===== config.mk =====
export PLATFORM = sky130hd
export DESIGN_NAME = fpga_strap_overlay
export DESIGN_NICKNAME = d
export VERILOG_FILES = /design/src/rtl/fpga_strap_pkg.sv /design/src/rtl/prim_flop_2sync.sv /design/src/rtl/fpga_strap_overlay.sv
export SDC_FILE = /design/constraint.sdc
export NUM_CORES = 1
export LEC_CHECK = 0
export BUFFER_PORTS_ARGS = -buffer_cell sky130_fd_sc_hd__buf_2
export CAP_MARGIN = 20
export CORE_MARGIN = 3
export CORE_UTILIZATION = 38
export DETAILED_ROUTE_END_ITERATION = 10
export MAX_ROUTING_LAYER = met4
export PLACE_DENSITY = 0.83
export SYNTH_ARGS = -nofsm -noshare
export SYNTH_HDL_FRONTEND = slang
export SYNTH_HIERARCHICAL = 1
export SYNTH_SLANG_ARGS = --single-unit

===== constraint.sdc =====
create_clock -name clk_i -period 2.6 [get_ports clk_i]
set_clock_uncertainty 0.15 [all_clocks]
set_input_delay 0.78 -clock clk_i [delete_from_list [all_inputs] [get_ports clk_i]]
set_output_delay 0.78 -clock clk_i [all_outputs]
set_load 0.02 [all_outputs]

===== src/rtl/fpga_strap_pkg.sv =====
// Strap overlay shared types: boot modes, sampler states
// and the reserved-strap fold.
package fpga_strap_pkg;

  typedef enum logic [1:0] {
    ModeNormal    = 2'b00,
    ModeJtag      = 2'b01,
    ModeBootstrap = 2'b10,
    ModeReserved  = 2'b11
  } strap_mode_e;

  typedef enum logic {
    StSample = 1'b0,
    StLocked = 1'b1
  } strap_state_e;

  function automatic strap_mode_e map_mode(
    input logic [1:0] s
  );
    strap_mode_e m;
    m = strap_mode_e'(s);
    if (m == ModeReserved) m = ModeNormal;
    return m;
  endfunction

endpackage


===== src/rtl/prim_flop_2sync.sv =====
// Two-flop synchroniser for asynchronous pad inputs.
// Both stages reset to ResetValue.
module prim_flop_2sync #(
  parameter int unsigned Width = 1,
  parameter logic [Width-1:0] ResetValue = '0
) (
  input  logic             clk_i,
  input  logic             rst_ni,
  input  logic [Width-1:0] d_i,
  output logic [Width-1:0] q_o
);

  logic [Width-1:0] meta_q;
  logic [Width-1:0] sync_q;

  always_ff @(posedge clk_i or negedge rst_ni) begin
    if (!rst_ni) begin
      meta_q <= ResetValue;
      sync_q <= ResetValue;
    end else begin
      meta_q <= d_i;
      sync_q <= meta_q;
    end
  end

  assign q_o = sync_q;

endmodule


===== src/rtl/fpga_strap_overlay.sv =====
// Samples boot straps after reset, debounces and latches a mode,
// and overlays the JTAG TAP onto DIO pads when in Jtag mode.
module fpga_strap_overlay
  import fpga_strap_pkg::*;
#(
  parameter int unsigned NDioPads       = 15,
  parameter int unsigned DebounceCycles = 16,
  parameter int unsigned Strap0Idx      = 11,
  parameter int unsigned Strap1Idx      = 12,
  parameter int unsigned TckIdx         = 13,
  parameter int unsigned TmsIdx         = 14,
  parameter int unsigned TdiIdx         = 11,
  parameter int unsigned TdoIdx         = 12
) (
  input  logic                clk_i,
  input  logic                rst_ni,
  input  logic                resample_i,
  input  logic [NDioPads-1:0] dio_in_padring_i,
  output logic [NDioPads-1:0] dio_out_padring_o,
  output logic [NDioPads-1:0] dio_oe_padring_o,
  input  logic [NDioPads-1:0] dio_out_core_i,
  input  logic [NDioPads-1:0] dio_oe_core_i,
  output logic [NDioPads-1:0] dio_in_core_o,
  output logic                jtag_tck_o,
  output logic                jtag_tms_o,
  output logic                jtag_tdi_o,
  output logic                jtag_trst_no,
  input  logic                jtag_tdo_i,
  output logic [1:0]          mode_o,
  output logic                mode_valid_o,
  output logic                bootstrap_o
);

  localparam int unsigned CntW = $clog2(DebounceCycles);
  localparam logic [CntW-1:0] CntMax =
    CntW'(DebounceCycles - 1);

  if (DebounceCycles < 2) begin : g_bad_debounce
    $error("DebounceCycles must be at least 2");
  end

  if (Strap0Idx >= NDioPads || Strap1Idx >= NDioPads ||
      TckIdx >= NDioPads || TmsIdx >= NDioPads ||
      TdiIdx >= NDioPads || TdoIdx >= NDioPads) begin : g_bad_idx
    $error("pad index out of range");
  end

  if (TckIdx == TmsIdx || TckIdx == TdiIdx ||
      TckIdx == TdoIdx || TmsIdx == TdiIdx ||
      TmsIdx == TdoIdx || TdiIdx == TdoIdx) begin : g_bad_jtag
    $error("JTAG pad indices must be distinct");
  end

  if (Strap0Idx == Strap1Idx) begin : g_bad_strap
    $error("strap pad indices must be distinct");
  end

  logic [1:0]      strap_raw;
  logic [1:0]      strap_s;
  strap_state_e    state_q, state_d;
  logic [1:0]      strap_q, strap_d;
  logic [CntW-1:0] cnt_q, cnt_d;
  strap_mode_e     mode_q, mode_d;
  logic            locked;
  logic            jtag_on;

  assign strap_raw = {dio_in_padring_i[Strap1Idx],
                      dio_in_padring_i[Strap0Idx]};

  prim_flop_2sync #(
    .Width      (2),
    .ResetValue (2'b00)
  ) u_strap_sync (
    .clk_i  (clk_i),
    .rst_ni (rst_ni),
    .d_i    (strap_raw),
    .q_o    (strap_s)
  );

  always_ff @(posedge clk_i or negedge rst_ni) begin
    if (!rst_ni) begin
      state_q <= StSample;
      strap_q <= 2'b00;
      cnt_q   <= '0;
      mode_q  <= ModeNormal;
    end else begin
      state_q <= state_d;
      strap_q <= strap_d;
      cnt_q   <= cnt_d;
      mode_q  <= mode_d;
    end
  end

  always_comb begin
    state_d = state_q;
    strap_d = strap_q;
    cnt_d   = cnt_q;
    mode_d  = mode_q;
    unique case (state_q)
      StSample: begin
        if (strap_s != strap_q) begin
          strap_d = strap_s;
          cnt_d   = '0;
        end else if (cnt_q == CntMax) begin
          state_d = StLocked;
          mode_d  = map_mode(strap_q);
        end else begin
          cnt_d = cnt_q + 1'b1;
        end
      end
      StLocked: begin
        // strap_q is kept so an unchanged strap relocks quickly
        if (resample_i) begin
          state_d = StSample;
          cnt_d   = '0;
        end
      end
    endcase
  end

  assign locked       = (state_q == StLocked);
  assign jtag_on      = locked && (mode_q == ModeJtag);
  assign mode_o       = mode_q;
  assign mode_valid_o = locked;
  assign bootstrap_o  = locked && (mode_q == ModeBootstrap);

  always_comb begin
    dio_out_padring_o = dio_out_core_i;
    dio_oe_padring_o  = dio_oe_core_i;
    dio_in_core_o     = dio_in_padring_i;
    jtag_tck_o        = 1'b0;
    jtag_tms_o        = 1'b0;
    jtag_tdi_o        = 1'b0;
    jtag_trst_no      = 1'b0;
    if (!locked) begin
      dio_oe_padring_o[Strap0Idx] = 1'b0;
      dio_oe_padring_o[Strap1Idx] = 1'b0;
    end
    if (jtag_on) begin
      jtag_trst_no = 1'b1;
      jtag_tck_o   = dio_in_padring_i[TckIdx];
      jtag_tms_o   = dio_in_padring_i[TmsIdx];
      jtag_tdi_o   = dio_in_padring_i[TdiIdx];
      dio_out_padring_o[TckIdx] = 1'b0;
      dio_out_padring_o[TmsIdx] = 1'b0;
      dio_out_padring_o[TdiIdx] = 1'b0;
      dio_oe_padring_o[TckIdx]  = 1'b0;
      dio_oe_padring_o[TmsIdx]  = 1'b0;
      dio_oe_padring_o[TdiIdx]  = 1'b0;
      dio_in_core_o[TckIdx]     = 1'b0;
      dio_in_core_o[TmsIdx]     = 1'b0;
      dio_in_core_o[TdiIdx]     = 1'b0;
      dio_out_padring_o[TdoIdx] = jtag_tdo_i;
      dio_oe_padring_o[TdoIdx]  = 1'b1;
    end
  end

endmodule


==> reports/results.ini, run 1 <==
[detailed_routing]
drc = 0
ant_nets = 0
first_iter_violations = 10
vias_per_cell = 4.99
num_vias = 634
first_pass_iters = 4
drt_wl_total_um = 1900
routedWlPerCell_um = 15.0

[place]
place_inst = 122
dp_slack_ns = 0.307
hpwl_um = 1510
numPortBuffers = 35
gp_congestion = 0.734

[floorplan]
io-pin-count = 102
core.rowCount = 17
die_y_um = 56.9
core-area_um2 = 2340
die_w_um = 56.9
die_area_um2 = 3240
initial_core_util = 0.421

[pwr]
irDropWorstVdd_mv = 0.223
leakage_nw = 0.517
power_switching_mw = 0.107
p_total_mw = 0.405
p_clk_frac = 0.309
seqPwrFrac = 0.534
combinationalPowerShare = 0.157
switching_share = 0.265
power_density_nw_per_um2 = 412
p_int_mw = 0.298

[setup_path]
r2r_slack_ns = 0.92
r2r-end = cnt_q[0]
startpoint_type = flip-flop
max_stage_delay_ns = 0.42
critPathArrivalTime_ns = 1.57
crit_path_max_fanout = 9
crit_slowest_cell = dfrtp_1
worst_setup_path_end_kind = output port
worstPathRequired_ns = 1.67
crit_chain = nor2b_2 -> nand2_2 -> inv_2 -> mux2_1 -> buf_2
path_class = flip-flop to output port
reg2reg_depth = 4
reg2reg_from = cnt_q[0]

[worst_hold_path]
hold_class = flip-flop to flip-flop
whs_path_depth = 0
hold_end = u_strap_sync/q_o[1]
hp-start = u_strap_sync/meta_q[1]

[synthesis]
synth_area_per_cell_um2 = 10.7
yosys_warnings = 6
synth-main-ff-cell = dfrtp_1
synth-simple-area-share = 0.179
synth_edf_count = 0
synth-adder-area-share = 0.0127
synth_mux_area_frac = 0.0799
synth_top_family_by_area = buffers and inverters
yosys_register_bits = 13
synthArstFlopShare = 1.00
synth_cell_types = 30
syn_nets = 142
synth_xor_area_frac = 0.0330
ys_seq_area_frac = 0.330
postSynthCellCount = 92
synth_area_um2 = 986
synth-compound-area-share = 0.0914

[global_routing]
grt_usage = 0.117
grt-ovfl-total = 0
antenna_found_initial = 0
grt_pass1_vias = 615
grt_start_max_net_pins = 16
grt_pass1_wl_um = 2910

[timing]
worst_slack_ns = 0.102
fmax_mhz = 400
final_max_slew_viol_count = 0
min_period_ns = 2.50
worst_slew_pin_slew_ns = 0.370
finalCritPeriodShare = 0.961
hold_viol = 0
finalSetupViolations = 0
relSlewSlack = 0.750

[clock_network]
cts_sinks = 13
cts_hold_buf = 0
root_buffer = clkbuf_4
path_clk_slew_ns = 0.09
cts_tree = yes
clkLatencyLatePin_ns = 0.27
clock_path_buffers = 2
cts_buffers = 3
cts_max_level = 1

[cells_and_area]
diodes = 0
area_growth_pct = -0.254
stdcell_count = 127
layout_commonest_cell = buf_2
final_cell_mix = 35 x buf_2, 13 x dfrtp_1, 8 x and2_1
drive_above_1_share = 0.586
nets = 150

[job]
maxCapViolations = 0

[run_status]
status = finished clean

[registers in the layout (all words and copies together), names as in the netlist]
name	flops
strap_q	2
cnt_q	4
mode_o	2
mode_valid_o	1
u_strap_sync/meta_q	2
u_strap_sync/q_o	2
[layer usage]
metal	wire, µm	global-route usage	vias up
met4	48	0.0563	0
met1	668	0.119	305
met3	169	0.0407	14
met5	0	-	-
li1	-	-	288
met2	1020	0.201	27
[critical path, delay by kind of cell (launching register included)]
family	cells	cell delay, ns
multiplexers	1	0.32
buffers and inverters	2	0.25
flip-flops	1	0.42
AND/OR/NAND/NOR	2	0.31
[final cells by class]
type	instances	area [µm²]
fillers	242	1360
multi-input cells	43	395
flip-flops and latches	13	325
repair buffers	38	198
well taps	28	35.0
clock buffers	4	26.3
inverters	1	3.75
[logic make-up (layout without fill, tap and decap cells)]
| family | count (synthesis) | in the layout |
|---|---|---|
| AO/OA/AOI/OAI | 9 | 9 |
| buffers and inverters | 36 | 43 |
| multiplexers | 6 | 6 |
| adder cells (fa/ha/maj) | 1 | 1 |
| AND/OR/NAND/NOR | 25 | 25 |
| XOR/XNOR | 2 | 2 |
| flip-flops | 13 | 13 |
[synthesized netlist by cell type (2+ instances only)]
cell type / instances / area [µm²]
mux2_2: 2 / 22.5
nor2_1: 2 / 7.51
nor2b_1: 2 / 12.5
and2_1: 8 / 50.1
a21oi_1: 2 / 10.0
buf_4: 34 / 255
dfrtp_1: 13 / 325
and3_2: 3 / 22.5
nand2_1: 2 / 7.51
mux2_4: 3 / 45.0
xor2_2: 2 / 32.5
[what timing repair did]
item                       CTS  global route
gates resized for setup      1             1
setup endpoints to repair    1             1
setup buffers                0             1
[power by group through the flow]
| stage | Clock (mW) | Sequential, mW | Combinational (mW) |
|---|---|---|---|
| after floorplan | 0 | 0.219 | 0.113 |
| after detailed placement | 0 | 0.221 | 0.0643 |
| final | 0.125 | 0.216 | 0.0637 |
| after global routing | 0.141 | 0.218 | 0.0703 |
| after CTS | 0.132 | 0.217 | 0.0648 |
| after global placement | 0 | 0.220 | 0.0617 |
[metrics by stage]
step           hold slack [ns]  utilization  area [µm²]   TNS [ns]
6_report                 0.201        0.420         983          0
5_1_grt                  0.214        0.420         983  -0.000777
4_1_cts                  0.204        0.416         973          0
3_5_place_dp             0.186        0.404         945          0
3_3_place_gp             0.182        0.404         945          0
2_1_floorplan            0.181            -         986          0
[worst max path at each step]
stage	slack (ns)	depth (start not counted)	from	end
6_report	0.10	5	mode_o[1]	dio_out_padring_o[12]
3_3_place_gp	0.37	3	jtag_tdo_i	dio_out_padring_o[12]
3_5_place_dp	0.31	5	mode_o[0]	dio_out_padring_o[12]
2_1_floorplan	0.18	4	mode_o[0]	dio_out_padring_o[12]
5_1_grt	-0.0008	5	mode_o[1]	dio_out_padring_o[12]
4_1_cts	0.03	5	mode_o[0]	dio_out_padring_o[12]
Note: power is estimated with default switching activity, not from simulation.
==> inputs of run 2 (changes only) <==
Settings changed: CELL_PAD_IN_SITES_DETAIL_PLACEMENT set to 0, CELL_PAD_IN_SITES_GLOBAL_PLACEMENT set to 1, CORE_UTILIZATION 38 to 25, PLACE_DENSITY 0.83 to 0.81.
==> run 2 against run 1 <==
Largest cell class unchanged. Count of clock-buffer cells in the layout shrank 1. Hold slack got worse by 0.0030 ns. Setup slack better by 0.062 ns. Final area up 3.6%. Sequential cell count stayed put. Critical path depth is the same. First-iteration DRC count grew 130%. Clock power up 38%. Routed wire length shrank 1.8%. Highest routed layer unchanged. Critical path type unchanged.
==> reports/results.ini, run 2 (same netlist as run 1, synthesis figures left out) <==
[floorplan]
io-pin-count = 102
die_y_um = 68.8
core.rowCount = 22
initial_core_util = 0.263
die_area_um2 = 4730
core-area_um2 = 3740
die_w_um = 68.8

[place]
gp_congestion = 0.735
hpwl_um = 1580
numPortBuffers = 35
dpl-instance-area_um2 = 970

[setup_path]
reg2reg_from = cnt_q[0]
path_class = flip-flop to output port
r2r-end = cnt_q[0]
worst_setup_path_end_kind = output port
reg2reg_depth = 4
startpoint_type = flip-flop
critPathArrivalTime_ns = 1.51
worstPathRequired_ns = 1.67
crit_path_max_fanout = 9
r2r_slack_ns = 0.94

[job]
maxCapViolations = 0

[pwr]
p_total_mw = 0.453
leakage_nw = 0.523
power_switching_mw = 0.109
p_clk_frac = 0.380
power_density_nw_per_um2 = 445
combinationalPowerShare = 0.141
seqPwrFrac = 0.479
irDropWorstVdd_mv = 0.314
switching_share = 0.239
p_int_mw = 0.345

[global_routing]
grt_pass1_vias = 566
grt_usage = 0.0733
grt-ovfl-total = 0
antenna_found_initial = 0
grt_pass1_wl_um = 2490
grt_start_max_net_pins = 16

[detailed_routing]
num_vias = 642
routedWlPerCell_um = 12.8
first_pass_iters = 2
first_iter_violations = 23
drt_wl_total_um = 1870
ant_nets = 0
vias_per_cell = 4.40
drc = 0

[clock_network]
cts_hold_buf = 0
cts_buffers = 3
cts_max_level = 1
path_clk_slew_ns = 0.05
cts_tree = yes
clkLatencyLatePin_ns = 0.24
clock_path_buffers = 2
cts_setup_buffers = 0
cts_sinks = 13
root_buffer = clkbuf_8

[worst_hold_path]
hp-start = u_strap_sync/meta_q[0]
hold_end = u_strap_sync/q_o[0]
hold_class = flip-flop to flip-flop
whs_path_depth = 0

[timing]
whs_ns = 0.198
min_period_ns = 2.44
final_max_slew_viol_count = 0
hold_viol = 0
worst_slew_pin_slew_ns = 0.398
finalCritPeriodShare = 0.937
rsz0062_at_grt = no
tns_ns = 0
finalSetupViolations = 0
relSlewSlack = 0.734
fmax_mhz = 410

[cells_and_area]
multi_input_area_um2 = 393
diodes = 0
nets = 149
seqCellArea_um2 = 325
drive_above_1_share = 0.582
n_fill_cell = 414
final_cell_mix = 35 x buf_2, 13 x dfrtp_1, 8 x and2_1
layout_commonest_cell = buf_2
largest_reg_flops = 4
area_growth_pct = 3.30
stdcell_area_um2 = 1020
top_register = cnt_q

[run_status]
status = finished clean

## run 2: area by class of cell
cell class	instances	area share
flip-flops and latches	13	0.319
well taps	48	0.0590
clock inverters	1	0.00491
clock buffers	3	0.0405
inverters	1	0.00369
multi-input cells	43	0.386
repair buffers	37	0.187
## run 2: how the worst max path moves through the flow
stage,cells after the start,endpoint,slack [ns],startpoint
after floorplan,4,dio_out_padring_o[12],0.18,mode_o[0]
after global placement,3,dio_out_padring_o[12],0.37,jtag_tdo_i
after detailed placement,3,dio_out_padring_o[12],0.34,jtag_tdo_i
after CTS,5,dio_out_padring_o[12],0.08,mode_o[0]
after global routing,5,dio_out_padring_o[12],0.05,mode_o[0]
final,5,dio_out_padring_o[12],0.16,mode_o[1]
## run 2: worst max-delay path, cell delays in order, from the launching register on
cell and delay, ns:
dfrtp_1 0.40, nor2b_1 0.19, nand2_2 0.13, inv_2 0.07, mux2_1 0.31, buf_2 0.16
## run 2: power by group through the flow
| stage | clock network (mW) | logic, mW | registers, mW |
|---|---|---|---|
| floorplan | 0 | 0.113 | 0.219 |
| global placement | 0 | 0.0625 | 0.220 |
| detailed placement | 0 | 0.0646 | 0.221 |
| CTS | 0.180 | 0.0648 | 0.217 |
| global route | 0.193 | 0.0704 | 0.218 |
| finish | 0.172 | 0.0639 | 0.217 |
## run 2: stage by stage
step	utilization	std cells	setup WS, ns
6_report	0.272	146	0.164
5_1_grt	0.272	146	0.0495
4_1_cts	0.271	146	0.0840
3_5_place_dp	0.259	142	0.342
3_3_place_gp	0.259	142	0.365
2_1_floorplan	-	92	0.180
## run 2: routing by layer
layer  vias up  track usage  wire length (µm)
met5         -            -                 0
met4         0       0.0316                20
met3         6       0.0421               299
met2        41        0.116               934
met1       304       0.0740               613
li1        291            -                 -
## run 2: repair_timing
action	4_1_cts	5_1_grt
endpoints found under the hold margin	0	0
setup endpoints to repair	0	1
resized for setup	0	1
